<file path="config.mk">
export PLATFORM = sky130hd
export DESIGN_NAME = pay_settle
export DESIGN_NICKNAME = d
export VERILOG_FILES = /design/src/rtl/pay_pkg.sv /design/src/rtl/bin2bcd.sv /design/src/rtl/pay_settle.sv
export SDC_FILE = /design/constraint.sdc
export NUM_CORES = 1
export LEC_CHECK = 0
export ABC_AREA = 1
export CAP_MARGIN = 25
export CORE_MARGIN = 2
export CORE_UTILIZATION = 61
export CTS_BUF_LIST = sky130_fd_sc_hd__clkbuf_8
export CTS_CLUSTER_DIAMETER = 200
export DETAILED_ROUTE_END_ITERATION = 8
export PLACE_DENSITY_LB_ADDON = 0.08
export SETUP_SLACK_MARGIN = 0.1
export SYNTH_ARGS = -nofsm -noshare
export SYNTH_HDL_FRONTEND = slang
export SYNTH_SLANG_ARGS = --single-unit
</file>
<file path="constraint.sdc">
create_clock -name clk -period 3.6 [get_ports clk]
set_input_delay 0.72 -clock clk [delete_from_list [all_inputs] [get_ports clk]]
set_output_delay 0.72 -clock clk [all_outputs]
set_load 0.1 [all_outputs]
</file>
<file path="src/rtl/pay_pkg.sv">
// Shared types and constants for the payment settlement controller.
package pay_pkg;

  typedef enum logic [1:0] {
    StIdle    = 2'd0,
    StCollect = 2'd1,
    StSettle  = 2'd2,
    StDone    = 2'd3
  } state_e;

  localparam int unsigned COIN1_VAL  = 1;
  localparam int unsigned COIN5_VAL  = 5;
  localparam int unsigned COIN10_VAL = 10;
  localparam int unsigned COIN20_VAL = 20;
  localparam int unsigned MAX_AMOUNT = 99;

  // Value of all coin pulses seen on one edge (max 36).
  function automatic logic [5:0] coin_sum(input logic c1, input logic c5,
                                          input logic c10, input logic c20);
    logic [5:0] s;
    s = 6'd0;
    if (c1)  s = s + 6'(COIN1_VAL);
    if (c5)  s = s + 6'(COIN5_VAL);
    if (c10) s = s + 6'(COIN10_VAL);
    if (c20) s = s + 6'(COIN20_VAL);
    return s;
  endfunction

endpackage

</file>
<file path="src/rtl/bin2bcd.sv">
// Combinational 8-bit binary to two-digit BCD, saturating at 99.
module bin2bcd
  import pay_pkg::*;
(
  input  logic [7:0] bin_i,
  output logic [3:0] tens_o,
  output logic [3:0] ones_o
);

  logic [7:0] sat;

  always_comb begin
    sat    = (bin_i > 8'(MAX_AMOUNT)) ? 8'(MAX_AMOUNT) : bin_i;
    tens_o = 4'(sat / 8'd10);
    ones_o = 4'(sat % 8'd10);
  end

endmodule

</file>
<file path="src/rtl/pay_settle.sv">
// Payment settlement controller: latches a BCD price, accumulates coins, and
// reports success/failure plus BCD change to the end-of-payment display.
module pay_settle
  import pay_pkg::*;
#(
  parameter int unsigned CLK_HZ    = 100_000_000,
  parameter int unsigned TIMEOUT_S = 30,
  parameter int unsigned DONE_S    = 5
) (
  input  logic       clk,
  input  logic       EN,
  input  logic       start,
  input  logic [3:0] price_one,
  input  logic [3:0] price_ten,
  input  logic       coin1,
  input  logic       coin5,
  input  logic       coin10,
  input  logic       coin20,
  input  logic       cancel,
  input  logic       ack,
  output logic       mode,
  output logic [3:0] returnone,
  output logic [3:0] returnten,
  output logic       pay_done,
  output logic [3:0] paid_one,
  output logic [3:0] paid_ten,
  output logic       busy,
  output logic       coin_reject
);

  localparam int unsigned PW   = (CLK_HZ > 1) ? $clog2(CLK_HZ) : 1;
  localparam int unsigned TMAX = (TIMEOUT_S > DONE_S) ? TIMEOUT_S : DONE_S;
  localparam int unsigned SW   = $clog2(TMAX + 1);

  state_e        state_q, state_d;
  logic [6:0]    price_q, price_d;
  logic [7:0]    paid_q, paid_d;
  logic [PW-1:0] presc_q, presc_d;
  logic [SW-1:0] sec_q, sec_d;
  logic          fail_q, fail_d;
  logic          mode_q, mode_d;
  logic [3:0]    ret_one_q, ret_one_d;
  logic [3:0]    ret_ten_q, ret_ten_d;
  logic          pay_done_q, pay_done_d;
  logic          coin_reject_q, coin_reject_d;

  logic [5:0]    sum;
  logic          any_coin;
  logic [7:0]    paid_sum;
  logic          price_ok;
  logic [6:0]    price_bin;
  logic          tick;
  logic [PW-1:0] presc_next;
  logic [SW-1:0] sec_next;
  logic [7:0]    chg_bin;
  logic [3:0]    chg_ten, chg_one;
  logic [3:0]    live_ten, live_one;

  bin2bcd u_chg (
    .bin_i  (chg_bin),
    .tens_o (chg_ten),
    .ones_o (chg_one)
  );

  bin2bcd u_paid (
    .bin_i  (paid_q),
    .tens_o (live_ten),
    .ones_o (live_one)
  );

  always_comb begin
    sum        = coin_sum(coin1, coin5, coin10, coin20);
    any_coin   = coin1 | coin5 | coin10 | coin20;
    paid_sum   = paid_q + {2'b00, sum};
    price_ok   = (price_ten <= 4'd9) && (price_one <= 4'd9) && ((price_ten | price_one) != 4'd0);
    price_bin  = 7'(price_ten) * 7'd10 + 7'(price_one);
    tick       = (presc_q == PW'(CLK_HZ - 1));
    presc_next = tick ? '0 : presc_q + PW'(1);
    sec_next   = tick ? sec_q + SW'(1) : sec_q;
    // Failure refunds everything paid; success returns the overpayment.
    chg_bin    = fail_q ? paid_q : paid_q - {1'b0, price_q};
  end

  always_comb begin
    state_d       = state_q;
    price_d       = price_q;
    paid_d        = paid_q;
    presc_d       = presc_q;
    sec_d         = sec_q;
    fail_d        = fail_q;
    mode_d        = mode_q;
    ret_one_d     = ret_one_q;
    ret_ten_d     = ret_ten_q;
    pay_done_d    = pay_done_q;
    coin_reject_d = 1'b0;

    unique case (state_q)
      StIdle: begin
        coin_reject_d = any_coin;
        if (start && price_ok) begin
          state_d = StCollect;
          price_d = price_bin;
          paid_d  = '0;
          presc_d = '0;
          sec_d   = '0;
          fail_d  = 1'b0;
        end
      end
      StCollect: begin
        paid_d = paid_sum;
        if (any_coin) begin
          presc_d = '0;
          sec_d   = '0;
        end else begin
          presc_d = presc_next;
          sec_d   = sec_next;
        end
        // Coins are counted before cancel/timeout are considered.
        if (paid_sum >= {1'b0, price_q}) begin
          state_d = StSettle;
          fail_d  = 1'b0;
        end else if (cancel) begin
          state_d = StSettle;
          fail_d  = 1'b1;
        end else if (!any_coin && tick && (sec_q == SW'(TIMEOUT_S - 1))) begin
          state_d = StSettle;
          fail_d  = 1'b1;
        end
      end
      StSettle: begin
        coin_reject_d = any_coin;
        mode_d        = fail_q;
        ret_ten_d     = chg_ten;
        ret_one_d     = chg_one;
        pay_done_d    = 1'b1;
        presc_d       = '0;
        sec_d         = '0;
        state_d       = StDone;
      end
      StDone: begin
        coin_reject_d = any_coin;
        presc_d       = presc_next;
        sec_d         = sec_next;
        if (ack || (tick && (sec_q == SW'(DONE_S - 1)))) begin
          state_d    = StIdle;
          pay_done_d = 1'b0;
          ret_one_d  = 4'd0;
          ret_ten_d  = 4'd0;
        end
      end
      default: state_d = StIdle;
    endcase
  end

  always_ff @(posedge clk or negedge EN) begin
    if (!EN) begin
      state_q       <= StIdle;
      price_q       <= '0;
      paid_q        <= '0;
      presc_q       <= '0;
      sec_q         <= '0;
      fail_q        <= 1'b0;
      mode_q        <= 1'b0;
      ret_one_q     <= '0;
      ret_ten_q     <= '0;
      pay_done_q    <= 1'b0;
      coin_reject_q <= 1'b0;
    end else begin
      state_q       <= state_d;
      price_q       <= price_d;
      paid_q        <= paid_d;
      presc_q       <= presc_d;
      sec_q         <= sec_d;
      fail_q        <= fail_d;
      mode_q        <= mode_d;
      ret_one_q     <= ret_one_d;
      ret_ten_q     <= ret_ten_d;
      pay_done_q    <= pay_done_d;
      coin_reject_q <= coin_reject_d;
    end
  end

  always_comb begin
    busy        = (state_q == StCollect) || (state_q == StSettle);
    paid_one    = busy ? live_one : 4'd0;
    paid_ten    = busy ? live_ten : 4'd0;
    mode        = mode_q;
    returnone   = ret_one_q;
    returnten   = ret_ten_q;
    pay_done    = pay_done_q;
    coin_reject = coin_reject_q;
  end

endmodule

</file>
; Yosys cells after proc, flatten, opt, wreduce, memory -nomap -nowiden
; Cells that the tools add are included.
[totals]
reg_bits = 61
output_inout_bits = 20
word_cells = 97
[op_classes]
n_eq_ne = 9
magnitude_cmp = 5
n_reduce_logical = 19
div = 4
n_mux = 36
bitwise_logic = 4
n_addsub = 8
n_mul = 1
[ops]
columns = op, n
row1 = 27-bit case mux with 4 select lines, 1
row2 = 27-bit two-way mux, 3
row3 = 8-bit two-way mux, 4
row4 = "27-bit by 1-bit adder with 27-bit output, second input constant", 1
row5 = "27-bit == test, second input constant", 1
row6 = 5-bit case mux with 4 select lines, 1
row7 = 6-bit two-way mux, 3
row8 = "8-bit by 4-bit divider with 8-bit output, second input constant", 2
row9 = "8-bit by 7-bit greater-than comparator with 1-bit output, second input constant", 2
row10 = "8-bit by 4-bit remainder unit with 8-bit output, second input constant", 2
row11 = 4-bit case mux with 2 select lines, 2
row12 = 8-bit case mux with 2 select lines, 1
row13 = 5-bit two-way mux, 3
row14 = 4-bit two-way mux, 3
row15 = 2-bit two-way mux, 5
row16 = 8-bit by 6-bit adder with 8-bit output, 1
row17 = 8-bit by 7-bit greater-or-equal comparator with 1-bit output, 1
row18 = "4-bit <= comparator, second input constant", 2
row19 = 2-bit case mux with 4 select lines, 1
row20 = 8-bit by 7-bit subtractor with 8-bit output, 1
row21 = 7-bit by 4-bit adder with 7-bit output, 1
row22 = 1-bit two-way mux, 7
row23 = "6-bit by 3-bit adder with 6-bit output, second input constant", 1
row24 = "6-bit by 4-bit adder with 6-bit output, second input constant", 1
row25 = other kinds (21), 36

; Depth between registers and ports, before layout
; Gate-level depths: netlist of run 1.
[logic_depth]
word_depth = 11
mapped_depth = 31
mapped_depth_nobuf = 31

; Hierarchy
; From an unflattened synthesis of run 1, not the netlist that was laid out.
[hier_totals]
cells_unflattened = 789
area_unflattened_um2 = 5616.6
[by_module_without_submodules]
columns = mod, area_per_inst_um2, n_inst, seq_area_each_um2, cells_each
row1 = pay_settle, 4594.4, 1, 1526.5, 622
row2 = bin2bcd (u_chg), 516.7, 1, 0.0, 84
row3 = bin2bcd (u_paid), 505.5, 1, 0.0, 83

; Worst setup path before layout of run 1
; Ideal clock, no wire load.
[synth_timing]
path_kind = register to output
from = register paid_q[4]
to = output port paid_one[2]
n_path_buf = 0
required_ps = 2880
stages_incl_launch_ff = 19
arrival_ps = 3746
slack_ps = -866
path_cell_list = dfrtp_1 -> inv_2 -> nand3_2 -> a31oi_4 -> nand2_2 -> o21ai_2 -> xor2_2 -> nand2_1 -> nand2_1 -> nand2_2 -> nand2_2 -> inv_2 -> nor2_4 -> nand2_2 -> nand3_2 -> nand2_2 -> xor2_1 -> ha_1 -> o22ai_1
[synth_via]
elab_chain_cells = 4
[synth_rtl]
columns = element, line_no
row1 = start: declaration, pay_settle.sv:37  ; logic [7:0] paid_q, paid_d;
row2 = start signal: assignment, pay_settle.sv:171  ; paid_q <= paid_d;
row3 = 8-bit by 7-bit greater-than comparator with 1-bit output, bin2bcd.sv:13  ; sat = (bin_i > 8'(MAX_AMOUNT)) ? 8'(MAX_AMOUNT) : bin_i;
row4 = 8-bit two-way mux *, bin2bcd.sv:13
row5 = 8-bit by 4-bit remainder unit with 8-bit output *, bin2bcd.sv:15  ; ones_o = 4'(sat % 8'd10);
row6 = 4-bit two-way mux *, pay_settle.sv:185  ; paid_one = busy ? live_one : 4'd0;
row7 = end: declaration, pay_settle.sv:25  ; output logic [3:0] paid_one,
; Mark *: on every way between the ends. The rest lies on a longest branch, timed or not.

; Worst setup path after layout of run 1
[layout_timing]
from = register paid_q[3]
to = output port paid_one[1]
; The elaborated chain is that of the path after synthesis.

==> impl_summary.md, run 1 <==
Status
The run finished, with violations left. The final reports fail on negative setup slack.

Timing
Setup repair after global routing could not meet its margin everywhere. The post-route clock skew is 0.009616 ns. The transition at the pin with the smallest max-transition slack is 0.9672 ns.

The fmax is 244.0 MHz. The max-slew violation count is 0. The post-route worst setup slack is -0.4988 ns.

The smallest clock period supported by the final layout is computed as 4.099 ns. The final hold violation count is 0. Of the available clock period, the critical path in the final layout requires 1.139. The worst hold slack across all endpoints is 0.3861 ns. The worst slew slack as a fraction of its limit is 0.3532.

Setup violations remaining at the end of the flow were counted as 5.

Floorplan
The die outline area is 0.008825 mm^2. The die is 93.94 um tall. The floorplan row count is 32. The floorplan die width is 93.94 um. In this run the count of I/O pins placed on the die edge is 37. The core region is 0.007767 mm^2. For this configuration, the core starts out at a cell density of 0.6353.

Setup path
The critical path goes through inv_2 > nand3_2 > a31oi_4 > nand2_2 > o21ai_4 > xor2_2 > nand2_1 > nand2_1 > nand2_2 > nor2_4 > nor2_4 > buf_4 > o21ai_1 > nor2_2 > nand2_1 > nand2_1 > inv_4 > nand2_1 > o21ai_4 > buf_12. Among the stages of the critical path, the cell type that occurs most often is nand2_1. The worst setup path is of the flop to output pin kind. For the worst setup path, the data arrival time is 3.38 ns. STA puts the critical path data required time at 2.88 ns. For this design, the slowest cell found on the critical path is dfrtp_1.

The worst setup path is launched from a flop. For this run, the slowest stage of the critical path takes 0.40 ns. Of all nets on the critical path, the largest fanout is 4. The critical path capture point type is an output pin.

Cells and area
Summing all flip-flop and latch instances after layout gives 0.001526 mm^2. The net total in the final layout is 833. For this run, the share of the core covered by cells in the final layout is 0.8276. In the final layout, the multi-input gates occupy 0.003321 mm^2. 0 antenna diodes ended up in the layout. The fraction of final layout cells with drive strength greater than 1 is 0.2652. The layout overhead on the synthesized area is 30.27%. The number of fill cells is 468. The final cell count without fillers is 875.

Clock network
The clock input transition at the sequential cells of the worst setup and hold paths is 0.08 ns. The tree is rooted in a clkbuf_8. The clock reaches the later pin of the worst-skew pair after 0.36 ns. The clock tree synthesis step divided the H-tree into 3 levels. The maximum clock insertion buffer count is 2.

The tree built by TritonCTS fans out to 61 sinks. In this run, CTS created clock tree buffers numbering 9. The TritonCTS clock tree is done.

Detailed routing
The initial DRC count is 301. After detailed routing, the average wire length per cell comes to 16.28 um. The total wire length is 14240 um.

The length of the first detailed-routing pass in iterations is 5. Dividing the detail-routed via count by the number of cells gives 5.677. The detailed router placed 4967 vias in this run. The remaining antenna violation count after routing is 0. In the routed design, unresolved DRC markers number 0.

Yosys
In the post-synthesis netlist, the biggest area contributors are dfrtp_1 (31%), ha_1 (11%), nand2_1 (11%). The proportion of netlist area held by the largest area contributor is 0.3093. Of the total synthesized cell area, the portion taken by XOR and XNOR cells is 0.03524. Of the total synthesized cell area, the portion taken by AND, OR, NAND and NOR gates is 0.3055. Summing every instance area after synthesis gives 0.004935 mm^2. The cell count after synthesis is 675. The number of distinct library cells after synthesis is 45. After synthesis, the share of cell area in mux cells is 0.006339.

By count the netlist is led by nand2_1 (146), inv_1 (109), dfrtp_1 (61). The synthesis-stage register bit count is 61. The most frequent cell after synthesis is nand2_1. The number of synthesis warnings is 0. The cell type with the highest aggregate area in the netlist is dfrtp_1. Among all flip-flop cells after synthesis, the most frequent one is dfrtp_1. In the synthesized netlist the async set-or-reset flop fraction comes to 1.000. When the netlist entered floorplanning its net count stood at 740.

The adder and majority gate portion of the synthesized area is 0.1278. The largest family of logic cells by synthesized area is simple AND/OR/NAND/NOR gates. The number of enable-type register cells in the synthesized netlist is 0. The post-synthesis compound-gate area fraction came to 0.1194. Of the synthesized area, sequential elements account for 0.3093. The mean instance size in the synthesized netlist is 7.311 um^2.

GRT
Across every metal layer, demand over resource in global routing totals 0.2930. After global routing the overflow that remains totals 0. The maximum number of pins on one net before global-route repair is 34. The number of global-route vias before repair is 4761. The first global-routing pass estimated 20690 um of wire. The number of antenna violations at the first check in global routing is 0.

Placed design
Once placement completed, the tool counted placed cells totaling 834. The total half-perimeter wirelength after legalization and detailed placement is 8962 um. The port buffer count is 36. The routability-driven placement congestion ratio is 0.9596.

Worst hold path
The tightest min-delay check is of the input port to asynchronous set/reset pin type.

Flow run
The total of max-cap violations is 0.
-- cell usage in the layout (no fill, tap or decap), types with 8 or more instances in the layout --
master           synthesis  final
nor2_1                  55     51
nand3_2                  9     10
nor4_1                   9      9
a21oi_1                 37     31
clkbuf_8                 0      9
nand3_1                 35     32
inv_2                   12     20
xor2_1                  15     10
nor3_1                  18     17
inv_1                  109     99
buf_4                    0     53
nand2_2                 20     36
ha_4                     0     11
ha_1                    44     31
nand2_1                146    129
nand2_4                  7      8
o21ai_0                 33     25
clkdlybuf4s50_1          0     22
dfrtp_1                 61     61
-- final timing paths --
kind,from,end,slack (ns),cells after the start
max,paid_q[3],paid_one[1],-0.50,20
min,EN,returnone[2],0.39,1
max reg2reg,price_q[0],returnone[3],0.24,29
min reg2reg,pay_done,pay_done,0.47,2
max in group asynchronous,EN,presc_q[25],2.32,2
min in group clk,pay_done,pay_done,0.47,2
-- layout make-up --
type                            instances  share of cell area
Timing Repair Buffer                   85              0.1193
Tap cell                              102             0.01985
Multi-Input combinational cell        488              0.5165
Inverter                              123             0.07337
Clock buffer                            9             0.01927
Clock inverter                          7             0.01421
Sequential cell                        61              0.2374
-- cells by family after synthesis --
family,after synthesis
buf+inv,126
simple gates,318
flops,61
xor+xnor,19
compound gates,100
fa+ha+maj,48
mux,3
-- state kept, by name, indices dropped and copies added (netlist names) --
| register | cells |
|---|---|
| sec_q | 5 |
| pay_done | 1 |
| presc_q | 27 |
| coin_reject | 1 |
| mode | 1 |
| paid_q | 8 |
| returnone | 4 |
| state_q | 2 |
| price_q | 7 |
| returnten | 4 |
| fail_q | 1 |
-- stage by stage --
stage	TNS [ns]	instance area, um^2	worst slack [ns]
finish	-1.573	6429	-0.4988
global route	-2.267	6429	-0.5808
CTS	-0.5582	6103	-0.2361
detailed placement	-2.117	5660	-0.7386
global placement	-1.523	5660	-0.5310
floorplan	-0.7138	4971	-0.3322
-- timing repair --
item                                    CTS  global route
endpoints found under the setup margin    7            10
pin swaps                                25            50
buffers inserted                         15            12
gates resized for setup                  41            68
hold buffers                              0             0
-- metal layers --
metal	part of all wire	global-route usage	vias to the layer above
li1	-	-	2371
met1	0.39	0.3380	2347
met2	0.52	0.5262	184
met3	0.045	0.05136	65
met4	0.045	0.1329	0
met5	0	0	-
-- critical path: cells and delay by family (launching register included) --
kind | cells | cell delay (ns)
AND/OR/NAND/NOR | 11 | 1.11
AO/OA/AOI/OAI | 4 | 0.77
buffers and inverters | 4 | 0.54
flip-flops | 1 | 0.40
XOR/XNOR | 1 | 0.19
Power of run 1 is not shown: default switching activity piles up to over one toggle a cycle in this logic, so the estimate is an artifact.
==> run 2, diff against run 1 <==
--- a/config.mk
+++ b/config.mk
@@ -17,3 +17,4 @@
 export SYNTH_ARGS = -nofsm -noshare
 export SYNTH_HDL_FRONTEND = slang
 export SYNTH_SLANG_ARGS = --single-unit
+export TNS_END_PERCENT = 1
==> run 2 against run 1 <==
  * The run still ends with negative setup slack left
  * Maximum frequency up 3.3%
  * Global-route usage down 0.79 points
  * Sequential share of layout area up 0.80 points
  * Clock skew down 0.0041 ns
  * Non-clock buffer count down 1
  * Critical path depth up 3
  * Wire length down 12%
  * Cell count down 0.11%
  * First-iteration DRC count down 2.3%
  * Sequential cell count unchanged
  * Register-to-register slack worse by 0.10 ns
  * Design area down 3.3%
  * Highest routed layer unchanged
==> impl_summary.md, run 2 (synthesized netlist as in run 1, its figures left out) <==
Cells and area
The number of flip-flops under the largest register name is 27. The repair_antennas step left the layout with diodes totalling 0. In the final design database the tool counted 832 nets. From synthesis to final layout, the design area changed by 26.01%. The filler cells instantiated in the layout total 539. Leaving out fill and tap cells, the most frequent cells in the layout are nand2_1 (139), inv_1 (106), dfrtp_1 (61), nor2_1 (53), buf_4 (52). The largest registers in the layout are presc_q: 27 flops, paid_q: 8 flops, price_q: 7 flops. Ranked by flip-flop count, first place goes to presc_q. With fillers left out, the area of the finished cells amounts to 0.006218 mm^2. The fraction of final layout cells with drive strength greater than 1 is 0.2163. The commonest non-fill, non-tap cell in the layout is nand2_1.

GRT
The global-route wire length before repair is 20150 um. The met1 usage in global routing is 0.3390. The fraction of met2 tracks used by global routing is 0.5161.

The number of global-route vias before repair came to 4650. The global routing's busiest layer is met2. Across every metal layer, demand over resource in global routing totals 0.2851. Entering global routing, the biggest net connects 44 pins. The number of antenna violations at the first check in global routing is 0. For this run, global-route usage on met3 was measured as 0.04494. The overall overflow remaining after global route is 0.

Floorplan
The floorplan die width is 93.94 um. The die is 93.94 um tall. The area of the placeable core is 0.007767 mm^2. The die covers 0.008825 mm^2. The floorplan row count is 32.

For this configuration, the core starts out at a cell density of 0.6353. The number of top-level design ports is 37.

Detailed routing
After the first detailed-routing iteration, the DRC count stood at 294. In the final routed layout, each cell accounts on average for 14.28 um. In the routed layout, each cell is associated on average with a via count of 5.526. The total wire length is 12480 um. After detailed routing, the number of remaining DRC violations is 0.

The remaining antenna violation count after routing is 0. The first detailed-routing pass took 6 iterations. Detailed routing inserted a total of 4830 vias.

Timing
The worst path in the final design needs a cycle of 3.967 ns, including I/O delays and setup. The worst slew slack as a fraction of its limit is 0.3540. The post-route clock skew is 0.005483 ns. For the pin with the worst max-slew slack, the measured transition is 0.9659 ns. The final hold violation count is 0. The max-slew violation count is 0.

Setup repair after global routing could not meet its margin everywhere. The post-route clock period utilization is 1.102. The post-route worst setup slack is -0.3672 ns. Based on the critical path, the design can be clocked at up to 252.1 MHz.

Setup violations remaining at the end of the flow were counted as 5.

Placed design
The routability-driven placement congestion ratio is 0.9253. Detailed placement ended at an HPWL of 9178 um. The post-placement worst setup slack is -0.8125 ns. The port buffer count is 36.

The placed instances occupy a cell area of 0.005709 mm^2.

Setup path
The critical register-to-register path endpoint is returnone[3]. For the worst setup path, the data arrival time is 3.25 ns. The critical path start-end classification is flop to output pin. The worst setup slack for register-to-register paths is 0.14 ns. The critical path capture point type is an output pin.

Tracing the worst setup path back leads to its startpoint at paid_q[4]. At the worst endpoint, the required time is 2.88 ns. The startpoint kind of the worst setup timing path is a flop. For the worst flop-to-flop path, the logic depth is 31.

The worst register-to-register path begins at paid_q[4]. Along the worst path, the maximum fanout reaches 4.

Clock network
No sink is reached through more buffers than the 2 on the longest clock path. The number of clock buffers added by TritonCTS is 9. The clock net in this run drives a total of 61 sinks.

The TritonCTS clock tree is done. The later-pin clock latency in the skew report is 0.34 ns. The H-tree depth reported by CTS is 3. After clock tree synthesis, the clock-pin slew on the worst setup and hold paths is 0.07 ns.

The count of hold buffers inserted by post-cts repair is 0. CTS placed an instance of clkbuf_8 at the clock tree root.

Flow run
Across the run, the number of max-cap violations was 0.

Status
The run finished, with violations left. The checks that failed: negative setup slack.

Worst hold path
The class of the tightest hold or removal check is input port to asynchronous set/reset pin.
## run 2: cell types whose count changed in the layout (fill, tap and decap cells not counted), moves of 6 or more
cell	delta
nand2_2	-12
nand2_1	+10
ha_4	-8
ha_1	+7
inv_1	+7
inv_2	-6
## run 2: cell type report
class / instances / area, um^2 / share of cell area
tap: 102 / 127.6 / 0.02052
clock buffer: 9 / 123.9 / 0.01992
inverter: 123 / 464.2 / 0.07465
timing repair buffer: 84 / 763.2 / 0.1227
clock inverter: 7 / 90.09 / 0.01449
sequential: 61 / 1526 / 0.2455
multi-input combinational: 488 / 3123 / 0.5022
## run 2: worst max path at each step
| stage | cells after the start | slack [ns] | to |
|---|---|---|---|
| floorplan | 14 | -0.33 | paid_ten[1] |
| global placement | 23 | -0.66 | state_q[0] |
| detailed placement | 22 | -0.81 | state_q[0] |
| CTS | 23 | -0.32 | paid_one[3] |
| global route | 23 | -0.53 | paid_one[3] |
| finish | 23 | -0.37 | paid_one[3] |
## run 2: worst max-delay path, stage by stage (launching register included)
cell and delay (ns):
dfrtp_1 0.39, inv_2 0.11, nand3_2 0.10, a31oi_4 0.21, nand2_2 0.12, o21ai_4 0.20, xor2_2 0.20, nand2_2 0.09
nand2_2 0.09, nand2_4 0.07, nand2_4 0.08, inv_4 0.04, nor2_4 0.11, nand2_2 0.07, nand3_4 0.08, nand2_4 0.06
xor2_2 0.16, ha_2 0.18, inv_2 0.05, nand2_2 0.05, nand2_2 0.07, nand2_2 0.06, nor2_4 0.13, buf_12 0.18
## run 2: repair_timing
item                                    4_1_cts  5_1_grt
setup buffers                                 3       12
endpoints found under the setup margin        7       10
gates resized for setup                      14       35
pin swaps                                     3       23
hold endpoints to repair                      0        0
## run 2: metrics by stage
stage               setup TNS [ns]  hold slack [ns]    util  cells
detailed placement          -2.320           0.4668  0.7350    843
floorplan                  -0.8176           0.4244       -    675
CTS                         -1.454           0.3233  0.7708    862
global placement            -1.905           0.4529  0.7350    843
finish                      -1.092           0.3173  0.8006    874
global route                -2.623           0.3584  0.8006    874
## run 2: metal layers
layer  routed length (um)  part of all wire  up-vias
met5                    0                 0        -
met4                  316             0.025        0
met3                  632             0.051       40
met2                 6368              0.51      162
met1                 5161              0.41     2260
li1                     -                 -     2368
Power of run 2 is left out for the same reason.
